`src/rtl/lsu_misalign_unit_if.sv`:
```
// Core-side request/response and data-memory signals of the load/store front-end.
// The slave modport is the unit; the master modport is the core plus memory environment.
interface lsu_misalign_unit_if;
    logic        req_valid;
    logic        req_write;
    logic [31:0] req_addr;
    logic [31:0] req_wdata;
    logic [2:0]  req_funct3;
    logic        stall;
    logic        resp_valid;
    logic [31:0] resp_data;
    logic        mem_write;
    logic [31:0] mem_addr;
    logic [31:0] mem_wdata;
    logic [2:0]  mem_funct3;
    logic [31:0] mem_rdata;

    modport slave (
        input  req_valid, req_write, req_addr, req_wdata, req_funct3, mem_rdata,
        output stall, resp_valid, resp_data, mem_write, mem_addr, mem_wdata, mem_funct3
    );

    modport master (
        output req_valid, req_write, req_addr, req_wdata, req_funct3, mem_rdata,
        input  stall, resp_valid, resp_data, mem_write, mem_addr, mem_wdata, mem_funct3
    );
endinterface

```
`src/rtl/lsu_misalign_unit.sv`:
```
// Load/store front-end: aligned accesses pass straight through, misaligned loads become two
// word reads merged and extended, misaligned stores become a run of byte writes.
module lsu_misalign_unit (
    input logic                clk,
    input logic                rst,
    lsu_misalign_unit_if.slave io_bus
);

    localparam logic [1:0] ST_IDLE    = 2'b00;
    localparam logic [1:0] ST_LD_HI   = 2'b01;
    localparam logic [1:0] ST_ST_BYTE = 2'b10;

    localparam logic [2:0] F3_B  = 3'b000;
    localparam logic [2:0] F3_H  = 3'b001;
    localparam logic [2:0] F3_W  = 3'b010;
    localparam logic [2:0] F3_HU = 3'b101;

    logic [1:0]  r_state;
    logic [1:0]  r_cnt;
    logic [31:0] r_addr;
    logic [31:0] r_wdata;
    logic [2:0]  r_funct3;
    logic [31:0] r_lo;

    logic [1:0]  w_state_nxt;
    logic [1:0]  w_cnt_nxt;
    logic        w_capture;
    logic        w_req_misaligned;
    logic        w_last_byte;
    logic [31:0] w_ld_hi_addr;
    logic [31:0] w_st_addr;

    function automatic logic is_misaligned(input logic [2:0] f3, input logic [1:0] a);
        case (f3)
            F3_H, F3_HU: return a[0];
            F3_W:        return (a != 2'b00);
            default:     return 1'b0;
        endcase
    endfunction

    // Low-order bytes of {hi,lo} starting at the byte offset, then sized and extended.
    function automatic logic [31:0] merge_load(input logic [31:0] hi, input logic [31:0] lo,
                                               input logic [1:0] off, input logic [2:0] f3);
        logic [31:0] v_cat;
        v_cat = 32'({hi, lo} >> {off, 3'b000});
        case (f3)
            F3_H:    return {{16{v_cat[15]}}, v_cat[15:0]};
            F3_HU:   return {16'h0000, v_cat[15:0]};
            default: return v_cat;
        endcase
    endfunction

    assign w_req_misaligned = is_misaligned(io_bus.req_funct3, io_bus.req_addr[1:0]);
    assign w_last_byte      = (r_cnt == ((r_funct3 == F3_W) ? 2'd3 : 2'd1));
    assign w_ld_hi_addr     = {r_addr[31:2], 2'b00} + 32'd4;
    assign w_st_addr        = r_addr + {30'd0, r_cnt};

    // Next-state and all memory/core outputs; the idle path is purely combinational.
    always_comb begin
        w_state_nxt       = r_state;
        w_cnt_nxt         = r_cnt;
        w_capture         = 1'b0;
        io_bus.stall      = 1'b0;
        io_bus.resp_valid = 1'b0;
        io_bus.resp_data  = io_bus.mem_rdata;
        io_bus.mem_write  = 1'b0;
        io_bus.mem_addr   = io_bus.req_addr;
        io_bus.mem_wdata  = io_bus.req_wdata;
        io_bus.mem_funct3 = io_bus.req_funct3;
        if (!rst) begin
            w_state_nxt = ST_IDLE;
            w_cnt_nxt   = 2'd0;
        end else begin
            case (r_state)
                ST_IDLE: begin
                    if (io_bus.req_valid && w_req_misaligned && io_bus.req_write) begin
                        io_bus.mem_wdata  = {24'd0, io_bus.req_wdata[7:0]};
                        io_bus.mem_funct3 = F3_B;
                        io_bus.mem_write  = 1'b1;
                        io_bus.stall      = 1'b1;
                        w_capture         = 1'b1;
                        w_cnt_nxt         = 2'd1;
                        w_state_nxt       = ST_ST_BYTE;
                    end else if (io_bus.req_valid && w_req_misaligned) begin
                        io_bus.mem_addr   = {io_bus.req_addr[31:2], 2'b00};
                        io_bus.mem_funct3 = F3_W;
                        io_bus.stall      = 1'b1;
                        w_capture         = 1'b1;
                        w_state_nxt       = ST_LD_HI;
                    end else if (io_bus.req_valid) begin
                        io_bus.mem_write  = io_bus.req_write;
                        io_bus.resp_valid = ~io_bus.req_write;
                    end else begin
                        w_state_nxt = ST_IDLE;
                    end
                end
                ST_LD_HI: begin
                    io_bus.mem_addr   = w_ld_hi_addr;
                    io_bus.mem_wdata  = r_wdata;
                    io_bus.mem_funct3 = F3_W;
                    io_bus.resp_data  = merge_load(io_bus.mem_rdata, r_lo, r_addr[1:0], r_funct3);
                    io_bus.resp_valid = 1'b1;
                    w_state_nxt       = ST_IDLE;
                end
                ST_ST_BYTE: begin
                    io_bus.mem_addr   = w_st_addr;
                    io_bus.mem_wdata  = {24'd0, r_wdata[{r_cnt, 3'b000} +: 8]};
                    io_bus.mem_funct3 = F3_B;
                    io_bus.mem_write  = 1'b1;
                    io_bus.stall      = ~w_last_byte;
                    if (w_last_byte) begin
                        w_cnt_nxt   = 2'd0;
                        w_state_nxt = ST_IDLE;
                    end else begin
                        w_cnt_nxt   = r_cnt + 2'd1;
                        w_state_nxt = ST_ST_BYTE;
                    end
                end
                default: begin
                    w_cnt_nxt   = 2'd0;
                    w_state_nxt = ST_IDLE;
                end
            endcase
        end
    end

    // State, byte counter and the request snapshot taken when a split access starts.
    always_ff @(posedge clk or negedge rst) begin
        if (!rst) begin
            r_state  <= ST_IDLE;
            r_cnt    <= 2'd0;
            r_addr   <= 32'd0;
            r_wdata  <= 32'd0;
            r_funct3 <= 3'd0;
            r_lo     <= 32'd0;
        end else begin
            r_state <= w_state_nxt;
            r_cnt   <= w_cnt_nxt;
            if (w_capture) begin
                r_addr   <= io_bus.req_addr;
                r_wdata  <= io_bus.req_wdata;
                r_funct3 <= io_bus.req_funct3;
                r_lo     <= io_bus.mem_rdata;
            end
        end
    end

endmodule

```
`src/flat_wrapper.sv`:
```
// flat-port wrapper written by rule: the top's interface ports become plain ports
module lsu_misalign_unit_flat 
  (clk, rst, io_bus_req_valid, io_bus_req_write, io_bus_req_addr, io_bus_req_wdata, io_bus_req_funct3, io_bus_mem_rdata, io_bus_stall, io_bus_resp_valid, io_bus_resp_data, io_bus_mem_write, io_bus_mem_addr, io_bus_mem_wdata, io_bus_mem_funct3);
  lsu_misalign_unit_if io_bus_i ();
  input logic clk;
  input logic rst;
  input wire logic [$bits(io_bus_i.req_valid)-1:0] io_bus_req_valid;
  input wire logic [$bits(io_bus_i.req_write)-1:0] io_bus_req_write;
  input wire logic [$bits(io_bus_i.req_addr)-1:0] io_bus_req_addr;
  input wire logic [$bits(io_bus_i.req_wdata)-1:0] io_bus_req_wdata;
  input wire logic [$bits(io_bus_i.req_funct3)-1:0] io_bus_req_funct3;
  input wire logic [$bits(io_bus_i.mem_rdata)-1:0] io_bus_mem_rdata;
  output wire logic [$bits(io_bus_i.stall)-1:0] io_bus_stall;
  output wire logic [$bits(io_bus_i.resp_valid)-1:0] io_bus_resp_valid;
  output wire logic [$bits(io_bus_i.resp_data)-1:0] io_bus_resp_data;
  output wire logic [$bits(io_bus_i.mem_write)-1:0] io_bus_mem_write;
  output wire logic [$bits(io_bus_i.mem_addr)-1:0] io_bus_mem_addr;
  output wire logic [$bits(io_bus_i.mem_wdata)-1:0] io_bus_mem_wdata;
  output wire logic [$bits(io_bus_i.mem_funct3)-1:0] io_bus_mem_funct3;
  assign io_bus_i.req_valid = io_bus_req_valid;
  assign io_bus_i.req_write = io_bus_req_write;
  assign io_bus_i.req_addr = io_bus_req_addr;
  assign io_bus_i.req_wdata = io_bus_req_wdata;
  assign io_bus_i.req_funct3 = io_bus_req_funct3;
  assign io_bus_i.mem_rdata = io_bus_mem_rdata;
  assign io_bus_stall = io_bus_i.stall;
  assign io_bus_resp_valid = io_bus_i.resp_valid;
  assign io_bus_resp_data = io_bus_i.resp_data;
  assign io_bus_mem_write = io_bus_i.mem_write;
  assign io_bus_mem_addr = io_bus_i.mem_addr;
  assign io_bus_mem_wdata = io_bus_i.mem_wdata;
  assign io_bus_mem_funct3 = io_bus_i.mem_funct3;
  lsu_misalign_unit u_core (.clk(clk), .rst(rst), .io_bus(io_bus_i));
endmodule
```
`config.mk`:
```
export PLATFORM = sky130hd
export DESIGN_NAME = lsu_misalign_unit_flat
export DESIGN_NICKNAME = d
export VERILOG_FILES = /design/src/rtl/lsu_misalign_unit_if.sv /design/src/rtl/lsu_misalign_unit.sv /design/src/flat_wrapper.sv
export SDC_FILE = /design/constraint.sdc
export NUM_CORES = 1
export LEC_CHECK = 0
export ABC_AREA = 1
export BUFFER_PORTS_ARGS = -buffer_cell sky130_fd_sc_hd__buf_2
export CAP_MARGIN = 20
export CORE_ASPECT_RATIO = 1.25
export CORE_MARGIN = 3
export CORE_UTILIZATION = 50
export DETAILED_ROUTE_END_ITERATION = 10
export PLACE_DENSITY = 0.82
export SYNTH_ARGS = -nofsm -noshare
export SYNTH_HDL_FRONTEND = slang
export SYNTH_SLANG_ARGS = --single-unit
```
`constraint.sdc`:
```
create_clock -name clk -period 6 [get_ports clk]
set_clock_uncertainty 0.15 [all_clocks]
set_input_delay 1.2 -clock clk [delete_from_list [all_inputs] [get_ports clk]]
set_output_delay 1.2 -clock clk [all_outputs]
set_load 0.02 [all_outputs]
```
==> flow_summary.json, run 1 <==
{
  "hp-start": "u_core.r_lo[31]",
  "place_congestion": 0.922,
  "setup_viol": 0,
  "r2r_start": "u_core.r_state[0]",
  "yosysMostFrequentCell": "nand2_1",
  "synth.avg_cell_area_sq_um": 6.05,
  "worstSetupEndpointType": "primary output",
  "switching_share": 0.417,
  "yosysWarnings": 0,
  "cts.sinks": 103,
  "synth_cell_types": 34,
  "drive_gt1_frac": 0.184,
  "worstMarginPinSlew_ns": 1.02,
  "dp_hpwl_um": 18400,
  "grt_pass1_wl_um": 41300,
  "holdBufCountCts": 0,
  "yosysTopAreaCell": "dfrtp_1",
  "slew_violations": 0,
  "rows": 51,
  "ir_drop_uv": 147,
  "relSlewSlack": 0.321,
  "synth_common_cells": "nand2_1, o21ai_0, inv_1, dfrtp_1, nand3_1",
  "drc": 0,
  "ys_ff_latch": 103,
  "hold_violations": 0,
  "die_h_um": 148,
  "antenna_found_initial": 2,
  "syn_nets": 1442,
  "powerDensity_nw_per_um2": 264,
  "p_switching_w": 0.00104,
  "drt_pass1_iterations": 6,
  "reg2reg_to": "u_core.r_cnt[0]",
  "leakage_nw": 4.94,
  "grt_max_degree": 114,
  "r2r_cells": 8,
  "initial_core_util": 0.515,
  "final_nets": 1598,
  "period_needed_ns": 4.77,
  "root_buffer": "clkbuf_16",
  "die_area_sq_um": 17700,
  "synth-edff-count": 0,
  "min_to": "u_core.r_lo[31]",
  "ioPinCount": 205,
  "synth_area_sq_um": 8080,
  "max-cap-violations": 0,
  "setup-tns-final_ns": 0,
  "r2r_slack_ns": 3.77,
  "numCtsBuffers": 9,
  "ys_seq_area_frac": 0.319,
  "die_w_um": 120,
  "postCtsSetupBuffers": 0,
  "p_seq_frac": 0.412,
  "final_cells": 1709,
  "arrival_ns": 3.42,
  "clk_path_buf_depth": 2,
  "drt_iter0_markers": 760,
  "crit_type": "reg -> out",
  "netlist_instances": 1335,
  "rsz0062_at_grt": "false",
  "synthTopCellsByArea": "dfrtp_1, nand2_1, o21ai_0",
  "ant_nets": 0,
  "ys.flop_type": "dfrtp_1",
  "core_area_sq_um": 15700,
  "grt_pass1_vias": 8528,
  "area_growth_syn_to_layout_pct": 17.0,
  "cts_tree": "built",
  "p_comb_frac": 0.346,
  "io_buffers": 204,
  "clk_pin_slew_worst_paths_ns": 0.08,
  "hold_class": "reg -> reg",
  "cts.htree.levels": 3,
  "required_ns": 4.65,
  "crit_fanout": 28,
  "grt_use_total": 0.285,
  "fin_crit_sh": 0.795,
  "clk_latency_ns": 0.36,
  "viasPerCell": 5.36,
  "dp.cells": 1692,
  "async_flop_share": 1.00,
  "internal-power_w": 0.00146,
  "setup.worst_path.start_class": "register",
  "power_frac_clock": 0.242,
  "cts-resized-gates": 0,
  "timing.fmax_mhz": 210,
  "synth_top_area_frac": 0.319,
  "min_path_cells": 2,
  "grt_overflow": 0,
  "status": "finished clean",
  "drt-total-wl_um": 25400,
  "wl_per_cell_um": 14.8,
  "vias": 9166
}
placed cells by master, fill, tap and decap left out, types with 7 or more instances in the layout:
master and instances:
o211ai_1 17, o22ai_1 9, clkbuf_16 9, nand2_2 7, a21oi_1 92, buf_2 203
buf_4 15, o21ai_1 16, nor2_1 89, inv_1 164, nand3_1 101, dfrtp_1 102
nor2_2 14, or2_2 8, o21ai_0 188, nand2_1 423
through the flow:
stage               power, W  hold slack, ns  area (sq um)  worst slack, ns   util
floorplan            0.00163           0.303          8080             2.21      -
detailed placement   0.00189           0.323          9150             1.65  0.583
global route         0.00269           0.366          9450            0.991  0.602
global placement     0.00187           0.316          9150             1.68  0.583
finish               0.00250           0.340          9450             1.23  0.602
CTS                  0.00250           0.342          9450             1.32  0.602
cells by family (layout without fill, tap and decap cells):
family	Yosys count	in the layout	synth area share
simple gates	653	653	0.335
compound gates	329	329	0.213
buf+inv	240	401	0.119
flops	103	103	0.319
fa+ha+maj	4	4	0.00712
xor+xnor	3	3	0.00325
mux	3	3	0.00372
other cells	0	1	0
worst max-delay path by stage:
stage | to | depth (start not counted) | from
global route | io_bus_mem_addr[28] | 13 | u_core.r_cnt[0]
floorplan | io_bus_resp_data[10] | 6 | rst
global placement | io_bus_mem_funct3[0] | 8 | rst
finish | io_bus_mem_addr[28] | 13 | u_core.r_cnt[0]
detailed placement | io_bus_mem_funct3[2] | 8 | rst
CTS | io_bus_mem_addr[28] | 13 | u_core.r_cnt[0]
cell type report:
class                   instances  area [sq um]
diodes                          1          2.50
clock buffers                   9           225
clock inverters                 7          72.6
fillers                      1562          6240
inverters                     167           627
multi-input cells             992          4550
flip-flops and latches        103          2580
well taps                     212           265
repair buffers                218          1130
power groups by stage:
stage          sequential (W)  combinational (W)  clock (W)
2_1_floorplan        0.000970           0.000657          0
3_3_place_gp          0.00103           0.000841          0
3_5_place_dp          0.00103           0.000857          0
4_1_cts               0.00102           0.000862   0.000611
5_1_grt               0.00106           0.000987   0.000643
6_report              0.00103           0.000865   0.000605
registers in the layout, summed over array words and instances, names as in the netlist:
signal and flops:
u_core.r_addr 32, u_core.r_cnt 2, u_core.r_funct3 3, u_core.r_lo 32
u_core.r_state 2, u_core.r_wdata 32
metal layers:
layer  share of wire  GRT usage  vias up
li1                -          -     4592
met1            0.40      0.357     4163
met2            0.49      0.483      349
met3           0.068     0.0445       58
met4           0.036      0.131        4
met5         0.00079          0        -
critical path: stages (launching register included):
cell and delay (ns):
dfrtp_1 0.96, ha_1 0.35, fa_1 0.45, nand2_1 0.18, nor2_4 0.18, nand2_1 0.13, nor2_2 0.25, nand2_1 0.09
nand2_1 0.06, nand3_1 0.06, nand2_1 0.08, nand2_1 0.05, nand2_1 0.06, buf_2 0.15
No activity file was read; power rests on OpenSTA's default activity.
==> run 2: changes to the inputs <==
Settings changed: ABC_AREA 1 to 0, PLACE_DENSITY 0.82 to 0.83.
Clock period 6 ns to 4.5 ns, I/O delays scaled along.
==> run 2 against run 1 <==
- total power rose by 32%
- final area fell by 9.3%
- combinational power rose by 24%
- register-to-register slack got worse by 2.4 ns
- first-iteration DRC count fell by 35%
- clock power rose by 36%
- core utilization rose by 1.6 points
- sequential cell count did not move
- via count fell by 28%
- critical path depth fell by 5
- synthesized cell count fell by 43%
- worst hold slack got worse by 0.031 ns
==> flow_summary.json, run 2 <==
{
  "final_nets": 1044,
  "root_buffer": "clkbuf_16",
  "fin_crit_sh": 0.908,
  "wl_per_cell_um": 17.6,
  "clk_pin_slew_worst_paths_ns": 0.07,
  "rows": 48,
  "dp.cells": 1101,
  "drt_iter0_markers": 492,
  "timing.fmax_mhz": 245,
  "required_ns": 3.45,
  "io_buffers": 204,
  "drive_gt1_frac": 0.291,
  "reg2reg_to": "u_core.r_lo[11]",
  "final_cells": 1117,
  "die_area_sq_um": 15700,
  "slowest_delay_ns": 0.63,
  "clk_latency_ns": 0.34,
  "drt_pass1_iterations": 5,
  "drc": 0,
  "r2r_cells": 5,
  "grt_pass1_wl_um": 32000,
  "synth.avg_cell_area_sq_um": 9.31,
  "synth_area_sq_um": 7090,
  "place_congestion": 0.899,
  "worstSetupEndpointType": "primary output",
  "ys.flop_type": "dfrtp_1",
  "viasPerCell": 5.89,
  "layout_commonest_cell": "buf_2",
  "ir_drop_uv": 238,
  "ioPinCount": 205,
  "cts.htree.levels": 3,
  "setup-tns-final_ns": 0,
  "die_w_um": 113,
  "rsz0062_at_grt": "false",
  "initial_core_util": 0.511,
  "core_area_sq_um": 13900,
  "ys_ff_latch": 103,
  "die_h_um": 139,
  "num_antenna_cells": 0,
  "area_growth_syn_to_layout_pct": 20.9,
  "drt-total-wl_um": 19700,
  "async_flop_share": 1.00,
  "synth_common_cells": "nand2_1, dfrtp_1, mux2_1, o21ai_0, nor2_1",
  "grt_overflow": 0,
  "cp_cell_sequence": "ha_1, fa_1, nand4bb_1, nand4_1, o21ai_0, o311ai_0, o21a_1, buf_2",
  "postCtsSetupBuffers": 0,
  "grt_use_total": 0.247,
  "yosysTopAreaCell": "dfrtp_1",
  "r2r_slack_ns": 1.42,
  "netlist_instances": 762,
  "max-cap-violations": 0,
  "cts.sinks": 103,
  "worstMarginPinSlew_ns": 0.909,
  "reg.largest.list": "u_core.r_addr (32), u_core.r_lo (32), u_core.r_wdata (32)",
  "yosysMostFrequentCell": "nand2_1",
  "muxShareOfSynthArea": 0.231,
  "arrival_ns": 3.04,
  "synth-edff-count": 0,
  "leakage_nw": 4.08,
  "syn_nets": 869,
  "synth_top_area_frac": 0.363,
  "grt_max_degree": 66,
  "holdBufCountCts": 0,
  "crit_type": "reg -> out",
  "grt_pass1_vias": 6318,
  "dp_hpwl_um": 14600,
  "vias": 6583,
  "crit_fanout": 21,
  "cts-resized-gates": 0,
  "cp_slowest_cell": "dfrtp_1",
  "cts_tree": "built",
  "synth_top_family_by_area": "multiplexers",
  "ant_nets": 0,
  "synth_cell_types": 61,
  "yosysWarnings": 0,
  "layout_common_cells": "buf_2, nand2_1, dfrtp_1",
  "numCtsBuffers": 9,
  "relSlewSlack": 0.392,
  "setup_viol": 0,
  "synth_xor_xnor_area_share": 0.0111,
  "hold_violations": 0,
  "synthTopCellsByArea": "dfrtp_1, mux2_1, nand2_1",
  "setup.worst_path.start_class": "register",
  "status": "finished clean",
  "clk_path_buf_depth": 2,
  "hold_class": "in -> async",
  "antenna_found_initial": 0,
  "r2r_start": "u_core.r_state[1]",
  "powerDensity_nw_per_um2": 386,
  "synth_compound_area_frac": 0.185,
  "ys_seq_area_frac": 0.363,
  "synth_fa_ha_area_frac": 0.00811,
  "synth_simple_gate_area_frac": 0.166,
  "slew_violations": 0,
  "period_needed_ns": 4.09
}
## run 2: per-layer routing
metal	wire length [um]	global-route usage	share of wire
met5	0	0	0
met2	9840	0.431	0.50
met4	263	0.0633	0.013
met1	8480	0.318	0.43
met3	1060	0.0393	0.054
## run 2: final cells by class
class	count	area, sq um
inverters	4	15.0
flip-flops and latches	103	2580
well taps	175	219
clock inverters	6	76.3
repair buffers	220	1140
fillers	1237	5300
multi-input cells	599	4300
clock buffers	10	239
## run 2: cell families after synthesis
kind of cell,count (synthesis)
buf+inv,60
flops,103
compound gates,197
simple gates,242
mux,147
fa+ha+maj,4
xor+xnor,9
## run 2: how the worst max path moves through the flow
stage,start,to,slack [ns],depth (start not counted)
final,u_core.r_cnt[0],io_bus_mem_addr[14],0.41,8
after global routing,u_core.r_cnt[0],io_bus_mem_addr[14],0.24,8
after CTS,u_core.r_cnt[0],io_bus_mem_addr[14],0.43,8
after detailed placement,io_bus_req_funct3[1],io_bus_mem_wdata[31],0.70,7
after global placement,io_bus_req_funct3[2],io_bus_mem_wdata[25],0.72,7
after floorplan,rst,io_bus_mem_addr[11],1.03,6
## run 2: stage by stage
stage               power, W   util  cell area [sq um]  worst slack, ns  hold WS [ns]
CTS                  0.00332  0.618               8570            0.427         0.301
detailed placement   0.00249  0.595               8260            0.702         0.331
global placement     0.00245  0.595               8260            0.721         0.319
floorplan            0.00217      -               7090             1.03         0.310
global route         0.00353  0.618               8570            0.240         0.305
finish               0.00331  0.618               8570            0.412         0.309
## run 2: report_power, final
| group | switching, W | leakage (nW) | internal [W] |
|---|---|---|---|
| Combinational | 0.000572 | 2.68 | 0.000502 |
| Clock | 0.000366 | 0.155 | 0.000456 |
| Sequential | 0.000238 | 1.25 | 0.00117 |
| Total | 0.00118 | 4.08 | 0.00213 |
## run 2: critical path, delay by kind of cell (launching register included)
kind                       cells  cell delay [ns]
adders and majority gates      2             0.91
and+or+nand+nor                2             0.60
DFF                            1             0.63
buffers and inverters          1             0.16
AOI/OAI and AO/OA              3             0.40
